## src/rtl/acc_alu_unit.sv

```systemverilog
// Accumulator ALU: combines a captured operand with an internal accumulator under
// a valid/ready handshake; result and flags are registered and held until consumed.
module acc_alu_unit #(
    parameter int WIDTH  = 4,
    parameter bit SAT_EN = 1'b0
) (
    input  logic             clk,
    input  logic             reset,
    input  logic             in_valid,
    output logic             in_ready,
    input  logic [WIDTH-1:0] in_data,
    input  logic [2:0]       op,
    input  logic             acc_we,
    output logic             out_valid,
    input  logic             out_ready,
    output logic [WIDTH-1:0] out_data,
    output logic [3:0]       flags,
    output logic [WIDTH-1:0] accu
);

    typedef enum logic [1:0] {S_IDLE, S_EXEC, S_DONE} state_t;

    localparam logic [2:0] OP_PASS_A = 3'd0;
    localparam logic [2:0] OP_SUB    = 3'd1;
    localparam logic [2:0] OP_PASS_B = 3'd2;
    localparam logic [2:0] OP_ADD    = 3'd3;
    localparam logic [2:0] OP_NAND   = 3'd4;
    localparam logic [2:0] OP_XOR    = 3'd5;
    localparam logic [2:0] OP_SHL    = 3'd6;
    localparam logic [2:0] OP_ZERO   = 3'd7;

    state_t             state;
    state_t             state_nxt;

    logic [WIDTH-1:0]   a_p0;
    logic [2:0]         op_p0;
    logic               we_p0;

    logic [WIDTH-1:0]   res_p1;
    logic [3:0]         flags_p1;
    logic [WIDTH-1:0]   accu_q;

    logic [WIDTH:0]     sum_w;
    logic [WIDTH:0]     dif_w;
    logic [WIDTH-1:0]   alu_res;
    logic               alu_c;
    logic               alu_v;

    // Saturation only ever touches the result; carry/ovf still report the raw outcome.
    function automatic logic [WIDTH-1:0] sat_add(input logic [WIDTH:0] s);
        if (SAT_EN && s[WIDTH])
            return '1;
        return s[WIDTH-1:0];
    endfunction

    function automatic logic [WIDTH-1:0] sat_sub(input logic [WIDTH:0] d);
        if (SAT_EN && d[WIDTH])
            return '0;
        return d[WIDTH-1:0];
    endfunction

    always_ff @(posedge clk) begin
        if (!reset)
            state <= S_IDLE;
        else
            state <= state_nxt;
    end

    always_comb begin
        state_nxt = state;
        case (state)
            S_IDLE:  if (in_valid)  state_nxt = S_EXEC;
            S_EXEC:                 state_nxt = S_DONE;
            S_DONE:  if (out_ready) state_nxt = S_IDLE;
            default:                state_nxt = S_IDLE;
        endcase
    end

    always_comb begin
        in_ready  = (state == S_IDLE);
        out_valid = (state == S_DONE);
        out_data  = out_valid ? res_p1 : '0;
        flags     = flags_p1;
        accu      = accu_q;
    end

    // Stage p0: command capture at the accepting edge
    always_ff @(posedge clk) begin
        if (state == S_IDLE && in_valid) begin
            a_p0  <= in_data;
            op_p0 <= op;
            we_p0 <= acc_we;
        end
    end

    always_comb begin
        sum_w   = {1'b0, a_p0} + {1'b0, accu_q};
        dif_w   = {1'b0, a_p0} - {1'b0, accu_q};
        alu_res = '0;
        alu_c   = 1'b0;
        alu_v   = 1'b0;
        case (op_p0)
            OP_PASS_A: alu_res = a_p0;
            OP_SUB: begin
                alu_res = sat_sub(dif_w);
                alu_c   = dif_w[WIDTH];
                alu_v   = (a_p0[WIDTH-1] != accu_q[WIDTH-1]) &&
                          (dif_w[WIDTH-1] != a_p0[WIDTH-1]);
            end
            OP_PASS_B: alu_res = accu_q;
            OP_ADD: begin
                alu_res = sat_add(sum_w);
                alu_c   = sum_w[WIDTH];
                alu_v   = (a_p0[WIDTH-1] == accu_q[WIDTH-1]) &&
                          (sum_w[WIDTH-1] != a_p0[WIDTH-1]);
            end
            OP_NAND:   alu_res = ~(a_p0 & accu_q);
            OP_XOR:    alu_res = a_p0 ^ accu_q;
            OP_SHL: begin
                alu_res = {a_p0[WIDTH-2:0], 1'b0};
                alu_c   = a_p0[WIDTH-1];
            end
            OP_ZERO:   alu_res = '0;
            default:   alu_res = '0;
        endcase
    end

    // Stage p1: result, flags and accumulator write-back during EXEC
    always_ff @(posedge clk) begin
        if (!reset) begin
            res_p1   <= '0;
            flags_p1 <= '0;
            accu_q   <= '0;
        end else if (state == S_EXEC) begin
            res_p1   <= alu_res;
            flags_p1 <= {alu_res[WIDTH-1], alu_v, alu_c, (alu_res == '0)};
            if (we_p0)
                accu_q <= alu_res;
        end
    end

endmodule

```

## config.mk

```make
export PLATFORM = sky130hd
export DESIGN_NAME = acc_alu_unit
export DESIGN_NICKNAME = d
export VERILOG_FILES = /design/src/rtl/acc_alu_unit.sv
export SDC_FILE = /design/constraint.sdc
export NUM_CORES = 1
export LEC_CHECK = 0
export CELL_PAD_IN_SITES_DETAIL_PLACEMENT = 1
export CELL_PAD_IN_SITES_GLOBAL_PLACEMENT = 2
export CORE_MARGIN = 3
export CORE_UTILIZATION = 31
export DETAILED_ROUTE_END_ITERATION = 12
export PLACE_DENSITY = 0.9
export SKIP_CTS_REPAIR_TIMING = 1
export SLEW_MARGIN = 20
export SYNTH_ARGS = -nofsm -noshare
export SYNTH_HDL_FRONTEND = slang
export SYNTH_SLANG_ARGS = --single-unit
```

## constraint.sdc

```tcl
create_clock -name clk -period 2.5 [get_ports clk]
set_clock_uncertainty 0.15 [all_clocks]
set_input_delay 0.75 -clock clk [delete_from_list [all_inputs] [get_ports clk]]
set_output_delay 0.75 -clock clk [all_outputs]
set_load 0.005 [all_outputs]
```

==> results of run 1 <==
## state kept, by name, indices dropped and copies added (netlist names)
name and cells:
res_p1 4, state 2, flags 3, a_p0 4
op_p0 3, accu 4, we_p0 1
## kinds of logic after synthesis
family,synth area share
buffers and inverters,0.0615
adders and majority gates,0.101
xor gates and xnor gates,0.0127
muxes,0.0552
and+or+nand+nor,0.240
DFF,0.362
AOI/OAI and AO/OA,0.168
## area by class of cell
type                            instances  area share
Clock buffer                            3      0.0227
Clock inverter                          1     0.00275
Inverter                                8      0.0165
Multi-Input combinational cell        112       0.456
Sequential cell                        21       0.276
Tap cell                               50      0.0344
Timing Repair Buffer                   38       0.191
## Yosys cell counts, drive strengths merged, types with 2 or more instances
cell / count
nor2: 15
nand2: 14
dfxtp: 13
a21oi: 9
edfxtp: 8
ha: 8
inv: 8
buf: 7
nor2b: 6
and2: 5
o21ai: 4
clkbuf: 3
mux2i: 3
nand2b: 3
nand3b: 3
a211oi: 2
a311oi: 2
a32oi: 2
fa: 2
nand4: 2
nor3: 2
nor3b: 2
nor4: 2
nor4b: 2
o211ai: 2
o21bai: 2
## metrics by stage
| stage | power (W) | instance area [sq um] | utilization | cells | hold WS, ns |
|---|---|---|---|---|---|
| 2_1_floorplan | 0.000530 | 1380 | - | 151 | 0.282 |
| 3_3_place_gp | 0.000608 | 1720 | 0.414 | 226 | 0.292 |
| 3_5_place_dp | 0.000615 | 1720 | 0.414 | 226 | 0.309 |
| 4_1_cts | 0.000841 | 1760 | 0.425 | 230 | 0.320 |
| 5_1_grt | 0.000902 | 1820 | 0.439 | 233 | 0.351 |
| 6_report | 0.000850 | 1820 | 0.439 | 233 | 0.330 |
## worst max-delay path, stage by stage, from the launching register on
cell and delay, ns:
edfxtp_1 0.39, ha_2 0.20, inv_1 0.06, fa_2 0.35
xor2_1 0.15, mux4_2 0.50, mux2i_4 0.19, nor4b_4 0.22
a32o_1 0.16
## power groups by stage
stage	registers (W)	clock network [W]	logic [W]
6_report	0.000404	0.000225	0.000221
3_5_place_dp	0.000410	0	0.000205
5_1_grt	0.000408	0.000249	0.000246
2_1_floorplan	0.000397	0	0.000133
4_1_cts	0.000402	0.000231	0.000208
3_3_place_gp	0.000409	0	0.000199
## worst max-delay path by stage
stage             endpoint     start
2_1_floorplan     flags[0]   accu[0]
3_3_place_gp      flags[0]   accu[0]
3_5_place_dp      flags[0]   accu[0]
4_1_cts        out_data[2]  state[1]
5_1_grt           flags[0]   a_p0[0]
6_report          flags[0]   a_p0[0]
## placed cells by master (no fill, tap or decap), types with 2 or more instances in the layout
cell             count
nor2b_1              5
fa_2                 2
edfxtp_1             8
clkbuf_8             3
dfxtp_1             11
o21bai_1             2
inv_1                8
o211ai_1             2
ha_2                 2
a311oi_1             2
ha_1                 6
a21oi_1              9
buf_4               13
nor2_1              15
nand3b_1             3
a211oi_1             2
o21ai_0              4
nand4_1              2
nand2b_1             3
nor3_1               2
dfxtp_2              2
a32oi_1              2
and2_1               5
nor4_1               2
clkdlybuf4s50_1     25
mux2i_1              2
nand2_1             14
## routing by layer
| layer | up-vias | routed length, um |
|---|---|---|
| met4 | 0 | 91 |
| met2 | 25 | 1910 |
| li1 | 605 | - |
| met5 | - | 0 |
| met1 | 610 | 1830 |
| met3 | 8 | 90 |
==> run summary, run 1 <==
synthesis-stage register bit count - 21
Netlist cell types - 52
area of the multi-input gates - 830 sq um
reg2reg end - flags[0]
first-pass iteration count of the detailed router - 4
ANT cells - 0
total CTS buffers - 3
gp weighted congestion - 0.877
I/O Buffers - 25
PD cells - 467 mW/mm^2
Synth top area share - 0.188
Critical Path RT - 2.56 ns
core area - 0.00414 sq mm
pre-CTS WS - 0.00403 ns
Pint - 0.000603 W
synthesized area - 0.00138 sq mm
TritonCTS sink count - 21
EDFF count, synth - 8
worst skew pair latency - 0.25 ns
most used routing layer in global routing - met2
met2 usage - 0.262
Clock transition at path regs - 0.08 ns
Least-Margin Pin Slew - 0.717 ns
GR Util All Layers - 0.160
hold_sp - flags[2]
Starting Density - 0.334
number of global-route vias before repair - 1312
Main synth FF type - dfxtp_1
final-report max-slew violation count - 0
Avg Cell Area, Syn - 9.16 sq um
Combinational Power Share - 0.260
WL final - 3.93 mm
Worst Path Class, Setup - flop to flop
top cells by area, synth - dfxtp_1 19%, edfxtp_1 17%, ha_1 7.2%
achievable frequency - 413 MHz
Final Hold Viols - 0
post-route ant nets - 0
reg-to-reg setup timing slack - 0.08 ns
Switch Pwr - 0.000247 W
Worst Setup End Kind - flop
initial antenna violation count - 0
Post-Syn Nets - 173
TritonCTS clock tree - built
yosys warns - 0
Max Cap Viol - 0
final worst slack - 0.0798 ns
layout filler cell count - 480
Post-DP HPWL - 3.05 mm
total gr overflow - 0
Rows - 23
Area Overhead vs Synth - 31.5%
Via Count - 1248
Final Net Count - 206
Pleak - 0.689 nW
layout cells sized above 1 - 0.164
status - finished, final reports clean
worst vdd ir - 287 uV
maximum number of pins on one net before global-route repair - 19
area of the die - 0.00530 sq mm
Die Y - 72.8 um
I/O pin cnt - 26
Final min period - 2.42 ns
H-Tree Level Count - 1
cell taking the most area after synthesis - dfxtp_1
post-synthesis cell count - 151
Starting DRT DRC Count - 48
FF+latch area - 503 sq um
CP Launch Type - flop
crit path DAT - 2.48 ns
met3 usage - 0.0344
FF-to-FF path depth - 8
CTS max path bufs - 2
drt drc - 0
Worst Hold Endpoint - flags[2]
routed len/inst - 16.8 um
power share of the clock group - 0.265
Switching Share - 0.291
Setup TNS - 0 ns
Seq/Total Area, Yosys - 0.362
die width - 72.8 um
async set-reset flop share out of synthesis - 0
Setup violations, final - 0
Clock Tree Root - clkbuf_8
period utilisation layout - 0.968
Hold Path Class - flop to flop
peak fanout along the critical path - 3
relative slew slack - 0.522
hold depth - 2
global-route wire length before repair - 6.60 mm
vias per cell - 5.36
Reg-to-Reg Start - a_p0[0]
Seq pwr share - 0.475
met1 usage - 0.216
No activity file was read; power rests on OpenSTA's default activity.
==> run 2: changes to the inputs <==
CORE_MARGIN = 2   (was 3)
==> run 2 against run 1 <==
Sequential share of layout area is 0.35 points higher. Clock power hardly changed. Utilization is 2.4 points lower. Worst setup slack worse by 0.014 ns. Non-clock buffer count is 3 lower. Flip-flop and latch count stayed put. Count of clock-buffer cells in the layout stayed put.
==> run summary, run 2 (synthesis gave the netlist of run 1 again) <==
status - finished, final reports clean
Die Y - 70.8 um (-2.7%)
Clock Tree Root - clkbuf_8
CTS max path bufs - 2 (unchanged)
Via Count - 1227 (-1.7%)
WL final - 3.86 mm (-1.6%)
Setup violations, final - 0 (unchanged)
Max Cap Viol - 0 (unchanged)
gp weighted congestion - 1.01 (+15%)
number of global-route vias before repair - 1266 (-3.5%)
Final Net Count - 203 (-1.5%)
area of the multi-input gates - 827 sq um (-0.30%)
first-pass iteration count of the detailed router - 4 (unchanged)
core area - 0.00432 sq mm (+4.3%)
Worst Path Class, Setup - flop to flop
maximum number of pins on one net before global-route repair - 19 (unchanged)
achievable frequency - 411 MHz (-0.58%)
Starting DRT DRC Count - 68 (+42%)
Worst Setup End Kind - flop
most common cell after layout, fill and taps aside - clkdlybuf4s50_1
global-route wire length before repair - 6.02 mm (-8.8%)
CP Launch Type - flop
commonest non-fill, non-tap cells in the layout - 25 x clkdlybuf4s50_1, 15 x nor2_1, 14 x nand2_1, 11 x dfxtp_1, 10 x buf_4
Util after Layout - 0.416 (-0.0235)
Critical Path RT - 2.56 ns (about the same)
Pleak - 0.672 nW (-2.3%)
Post-DP HPWL - 2.89 mm (-5.1%)
total CTS buffers - 3 (unchanged)
I/O Buffers - 25 (unchanged)
period utilisation layout - 0.974 (+0.00562)
FF+latch area - 503 sq um (unchanged)
Final Hold Viols - 0 (unchanged)
final-report max-slew violation count - 0 (unchanged)
PD cells - 466 mW/mm^2 (-0.18%)
die width - 70.8 um (-2.7%)
Hold Path Class - flop to flop
Least-Margin Pin Slew - 0.650 ns (-0.0674 ns)
GR Util All Layers - 0.151 (-0.00905)
relative slew slack - 0.567 (+0.0449)
TritonCTS sink count - 21 (unchanged)
worst vdd ir - 357 uV (+25%)
Hold Slack - 0.306 ns (-0.0243 ns)
Starting Density - 0.320 (-0.0139)
worst skew pair latency - 0.26 ns (about the same)
I/O pin cnt - 26 (unchanged)
Clock transition at path regs - 0.08 ns (about the same)
total gr overflow - 0 (unchanged)
area of the die - 0.00501 sq mm (-5.4%)
Rows - 24 (+4.3%)
post-route ant nets - 0 (unchanged)
layout filler cell count - 511 (+6.5%)
routed len/inst - 16.7 um (-1.2%)
Final min period - 2.43 ns (+0.0141 ns)
hold depth - 2 (unchanged)
FF-to-FF path depth - 8 (unchanged)
vias per cell - 5.29 (-1.3%)
TritonCTS clock tree - built
layout cells sized above 1 - 0.150 (-0.0139)
ANT cells - 0 (unchanged)
Area Overhead vs Synth - 29.8%
H-Tree Level Count - 1 (unchanged)
crit path DAT - 2.49 ns (about the same)
peak fanout along the critical path - 3 (unchanged)
drt drc - 0 (unchanged)
initial antenna violation count - 0 (unchanged)
run 2: cell types whose count changed in the layout (fill, tap and decap cells not counted), sizes merged:
cell / previous run / this run
buf: 13 / 10
run 2: path summary, 6_finish.rpt:
kind	endpoint	from	slack (ns)
worst max-delay path	flags[0]	a_p0[0]	0.07
worst min-delay path	res_p1[0]	res_p1[0]	0.31
worst max register to register	flags[0]	a_p0[0]	0.07
worst min register to register	res_p1[0]	res_p1[0]	0.31
run 2: final cells by class:
type,instances,area share
repair buffers,35,0.181
clock buffers,3,0.0230
flip-flops and latches,21,0.280
multi-input cells,112,0.460
clock inverters,1,0.00279
well taps,52,0.0362
inverters,8,0.0167
run 2: where the power goes:
| part | leakage (nW) | switching (W) | internal [W] |
|---|---|---|---|
| Sequential | 0.183 | 0.0000250 | 0.000377 |
| Combinational | 0.464 | 0.000106 | 0.000106 |
| Clock | 0.0255 | 0.000112 | 0.000111 |
| Total | 0.672 | 0.000243 | 0.000595 |
run 2: through the flow:
stage / TNS (ns) / std cells / power, W / worst slack, ns / area [sq um]
after detailed placement: 0 / 226 / 0.000610 / 0.00133 / 1700
after global routing: -0.0479 / 232 / 0.000888 / -0.0479 / 1800
after floorplan: 0 / 151 / 0.000530 / 0.173 / 1380
after CTS: -0.421 / 230 / 0.000833 / -0.140 / 1750
final: 0 / 232 / 0.000838 / 0.0657 / 1800
after global placement: 0 / 226 / 0.000598 / 0.104 / 1700
run 2: critical path, stage by stage (launching register included):
cell	delay (ns)
edfxtp_1	0.39
ha_2	0.20
inv_1	0.05
fa_2	0.34
xor2_1	0.15
mux4_2	0.50
mux2i_4	0.20
nor4b_4	0.23
a32o_1	0.16
run 2: routing by layer:
metal | up-vias | track usage | routed length, um
met5 | - | 0 | 0
met4 | 0 | 0.0252 | 18
met3 | 2 | 0.0299 | 109
met2 | 19 | 0.266 | 2000
met1 | 606 | 0.194 | 1740
li1 | 600 | - | -
